$ cat src/rtl/fifo_wr_rr_arbiter.sv
// Round-robin, burst-bounded arbiter that shares one FIFO write port among
// NUM_REQ producers. Per-producer handshake logic lives in fifo_wr_rr_lane.

module fifo_wr_rr_lane #(
    parameter int IDW = 2,
    parameter int IDX = 0
) (
    input  logic           burst,
    input  logic [IDW-1:0] owner,
    input  logic           valid,
    input  logic           fifo_full,
    output logic           ready,
    output logic           beat
);

    logic is_owner;

    assign is_owner = burst && (owner == IDW'(IDX));
    assign ready    = is_owner && !fifo_full;
    assign beat     = ready && valid;

endmodule

module fifo_wr_rr_arbiter #(
    parameter int NUM_REQ   = 4,
    parameter int WIDTH     = 8,
    parameter int MAX_BURST = 4
) (
    input  logic                       clk,
    input  logic                       rst,
    input  logic [NUM_REQ-1:0]         req_valid,
    input  logic [NUM_REQ*WIDTH-1:0]   req_data,
    output logic [NUM_REQ-1:0]         req_ready,
    input  logic                       fifo_full,
    output logic                       fifo_cs,
    output logic                       fifo_wr_enb,
    output logic [WIDTH-1:0]           fifo_data_in,
    output logic                       grant_valid,
    output logic [$clog2(NUM_REQ)-1:0] grant_id
);

    localparam int IDW = $clog2(NUM_REQ);
    localparam int CW  = $clog2(MAX_BURST + 1);

    typedef enum logic {
        IDLE  = 1'b0,
        BURST = 1'b1
    } state_t;

    state_t                           state, state_nxt;
    logic   [IDW-1:0]                 grant_nxt;
    logic   [IDW-1:0]                 last_grant, last_nxt;
    logic   [CW-1:0]                  beat_cnt, cnt_nxt;
    logic   [NUM_REQ-1:0][WIDTH-1:0]  data_arr;
    logic   [NUM_REQ-1:0]             ready_vec;
    logic   [NUM_REQ-1:0]             beat_vec;
    logic                             burst;
    logic                             beat;
    logic                             owner_valid;
    logic                             pick_found;
    logic   [IDW-1:0]                 pick_idx;
    logic   [IDW-1:0]                 cand;

    assign data_arr    = req_data;
    assign burst       = rst && (state == BURST);
    assign beat        = |beat_vec;
    assign owner_valid = req_valid[grant_id];

    for (genvar i = 0; i < NUM_REQ; i++) begin : g_lane
        fifo_wr_rr_lane #(
            .IDW (IDW),
            .IDX (i)
        ) u_lane (
            .burst     (burst),
            .owner     (grant_id),
            .valid     (req_valid[i]),
            .fifo_full (fifo_full),
            .ready     (ready_vec[i]),
            .beat      (beat_vec[i])
        );
    end

    // Scan starts just past the last owner, so it wraps to 0 after NUM_REQ-1.
    always_comb begin
        pick_found = 1'b0;
        pick_idx   = '0;
        cand       = '0;
        for (int k = 1; k <= NUM_REQ; k++) begin
            cand = IDW'((int'(last_grant) + k) % NUM_REQ);
            if (!pick_found && req_valid[cand]) begin
                pick_found = 1'b1;
                pick_idx   = cand;
            end
        end
    end

    always_comb begin
        state_nxt = state;
        grant_nxt = grant_id;
        last_nxt  = last_grant;
        cnt_nxt   = beat_cnt;
        case (state)
            IDLE: begin
                if (pick_found) begin
                    state_nxt = BURST;
                    grant_nxt = pick_idx;
                    cnt_nxt   = '0;
                end
            end
            BURST: begin
                // A stalled owner (valid && full) neither counts nor releases.
                if (!owner_valid) begin
                    state_nxt = IDLE;
                    last_nxt  = grant_id;
                end else if (beat) begin
                    if (beat_cnt == CW'(MAX_BURST - 1)) begin
                        state_nxt = IDLE;
                        last_nxt  = grant_id;
                        cnt_nxt   = '0;
                    end else begin
                        cnt_nxt = beat_cnt + 1'b1;
                    end
                end
            end
            default: state_nxt = IDLE;
        endcase
    end

    always_ff @(posedge clk or negedge rst) begin
        if (!rst) begin
            state      <= IDLE;
            grant_id   <= '0;
            last_grant <= IDW'(NUM_REQ - 1);
            beat_cnt   <= '0;
            fifo_cs    <= 1'b0;
        end else begin
            state      <= state_nxt;
            grant_id   <= grant_nxt;
            last_grant <= last_nxt;
            beat_cnt   <= cnt_nxt;
            fifo_cs    <= 1'b1;
        end
    end

    assign req_ready    = ready_vec;
    assign fifo_wr_enb  = beat;
    assign fifo_data_in = rst ? data_arr[grant_id] : '0;
    assign grant_valid  = (state == BURST);

endmodule

$ cat config.mk
export PLATFORM = sky130hd
export DESIGN_NAME = fifo_wr_rr_arbiter
export DESIGN_NICKNAME = d
export VERILOG_FILES = /design/src/rtl/fifo_wr_rr_arbiter.sv
export SDC_FILE = /design/constraint.sdc
export NUM_CORES = 1
export LEC_CHECK = 0
export CORE_UTILIZATION = 32
export CTS_BUF_LIST = sky130_fd_sc_hd__clkbuf_2 sky130_fd_sc_hd__clkbuf_4 sky130_fd_sc_hd__clkbuf_8
export DETAILED_ROUTE_END_ITERATION = 10
export MAX_ROUTING_LAYER = met4
export PLACE_DENSITY = 0.89
export SLEW_MARGIN = 20
export SYNTH_ARGS = -nofsm -noshare
export SYNTH_HDL_FRONTEND = slang
export SYNTH_SLANG_ARGS = --single-unit
export TNS_END_PERCENT = 5
$ cat constraint.sdc
create_clock -name clk -period 1.9 [get_ports clk]
set_input_delay 0.475 -clock clk [delete_from_list [all_inputs] [get_ports clk]]
set_output_delay 0.475 -clock clk [all_outputs]
set_load 0.02 [all_outputs]
==> results <==
-- registers in the layout, summed over array words and instances, names as in the netlist --
register,count
fifo_cs,1
grant_id,2
grant_valid,1
beat_cnt,3
last_grant,2
-- power breakdown --
group	switching (mW)	internal, mW
Combinational	0.541	0.740
Sequential	0.0697	0.280
Clock	0.0680	0.0953
-- layout by cell type (no fill, tap or decap), types with 4 or more instances in the layout --
cell | Yosys | final
and2_4 | 0 | 8
buf_4 | 4 | 17
buf_6 | 1 | 14
clkbuf_4 | 0 | 4
clkdlybuf4s15_1 | 0 | 4
dfrtp_1 | 7 | 6
dlygate4sd2_1 | 0 | 34
mux4_2 | 8 | 9
nand2_1 | 7 | 7
-- per-stage QoR --
stage | std cells | hold slack [ns] | setup slack, ns
floorplan | 76 | 0.179 | -0.0100
global placement | 160 | 0.479 | -0.770
detailed placement | 160 | 0.488 | -0.804
CTS | 171 | 0.280 | -0.159
global route | 172 | 0.326 | -0.203
finish | 172 | 0.293 | -0.146
-- metal layers --
layer | share of wire | wire length (um) | GRT usage | vias to the layer above
met4 | 0.011 | 26 | 0.0811 | 0
met1 | 0.38 | 924 | 0.202 | 410
met5 | 0 | 0 | - | -
li1 | - | - | - | 409
met2 | 0.53 | 1290 | 0.361 | 43
met3 | 0.081 | 196 | 0.0322 | 4
-- cell type report --
| class | instances | area [um^2] |
|---|---|---|
| Fill cell | 199 | 768 |
| Timing Repair Buffer | 73 | 659 |
| Multi-Input combinational cell | 55 | 543 |
| Sequential cell | 9 | 229 |
| Tap cell | 28 | 35.0 |
| Clock buffer | 4 | 30.0 |
| Inverter | 3 | 11.3 |
-- cells in the mapped netlist, drive strengths merged, types with 2 or more instances --
cell type	number	area (um^2)
nand2b	2	12.5
mux4	9	206
dfrtp	7	175
and2	8	50.1
a21oi	3	15.0
nor3b	3	22.5
buf	7	51.3
clkbuf	2	7.51
mux2	2	30.0
o21ai	4	23.8
inv	3	11.3
dfstp	2	52.6
nor2	2	7.51
nand2	8	32.5
nor3	2	10.0
-- final timing paths --
check	startpoint	endpoint
max	grant_id[0]	fifo_data_in[4]
min	rst	beat_cnt[2]
max reg2reg	grant_id[1]	last_grant[0]
min reg2reg	beat_cnt[2]	beat_cnt[2]
max in group asynchronous	rst	last_grant[0]
min in group clk	beat_cnt[2]	beat_cnt[2]
-- cell families after synthesis --
family                   after synthesis  synth area share
flip-flops                             9             0.286
AND/OR/NAND/NOR                       29             0.201
buffers and inverters                 12            0.0881
AO/OA/AOI/OAI                         12            0.0943
multiplexers                          12             0.310
adder cells (fa/ha/maj)                1            0.0157
other                                  1           0.00471
-- worst max-delay path: cells and delay by family (launching register included) --
kind	cells	cell delay [ns]
and+or+nand+nor	1	0.18
muxes	1	0.50
DFF	1	0.37
buffers and inverters	2	0.25
-- repair_timing --
action,in CTS,in global routing
resized for setup,135,6
setup buffers,7,1
pin swaps,4,1
endpoints found under the setup margin,15,13
==> qor.yml <==
port_buffers: 55
start_util: 0.350
first_global_vias: 892
postRouteAntennaNets: 0
grt_first_pass_wirelength_um: 3780
slowest_stage: "mux4_2"
power_mw: 1.79
clk_latency_ns: 0.26
rsz0062_at_grt: "yes"
routabilityCongestion: 0.844
antenna_found_initial: 0
die_y_um: 51.9
crit_arrival_ns: 1.57
coreArea_um2: 2280
cts_tree: "yes"
crit_chain: "buf_6 -> mux4_2 -> and2_4 -> buf_6"
critPathMaxStageDelay_ns: 0.50
dr.pass1.iters: 4
dpl.hpwl_um: 1790
final_nets: 185
max_freq_mhz: 489
final_hold_viol_count: 0
n_antenna_cell: 0
die_x_um: 51.9
syn_inst: 76
reg2reg_slack_ns: 0.27
ir_drop_mv: 0.851
root_buffer: "clkbuf_4"
placed_area_um2: 1400
final_layout_size_suffix_gt1_frac: 0.451
area_delta_synth_final_pct: 89.5
clk_pin_slew_worst_paths_ns: 0.06
fin_ws_ns: -0.146
synth-seq-cells: 9
max_cap_violations: 0
rows: 17
grt.overflow.total: 0
synth_nets: 116
grt_util_all_layers: 0.195
ys_warn_count: 0
cp.required_ns: 1.42
post-route-min-period_ns: 2.05
fin_skew_ns: 0.00192
syn_area_per_cell_um2: 10.5
violations: "negative setup slack"
critical_path.max_fanout: 6
final_cell_area_um2: 1510
drc: 0
viasPerCell: 5.03
slew_violations: 0
hold_buffers: 0
drtIter0Drc: 22
r2r_cells: 5
cts.htree.levels: 1
synth-edff-count: 0
vias: 866
clockBufferDepth: 2
final.period_utilization: 1.08
powerDensity_nw_per_um2: 1190
ys.flop_type: "dfrtp_1"
leakagePower_nw: 0.722
wirelength_um: 2430
status: "complete, but fails checks"
cp-end-kind: "output pin"
fin_tns_setup_ns: -1.05
finalSetupViolations: 9
wl_per_cell_um: 14.2
synthArstFlopShare: 1.00
utilization: 0.662
crit_type: "reg2out"
clock_sinks: 9
io_pins: 56
grt_max_degree: 18
hold_path_class: "in2async"
dieArea_um2: 2690
critPathLaunchType: "register"
crit_top_cell: "buf_6"
seq_area_frac_synth: 0.286
syn_area_um2: 796
ys_types: 33
numCtsBuffers: 3
Power figures use the tool's default switching activity.
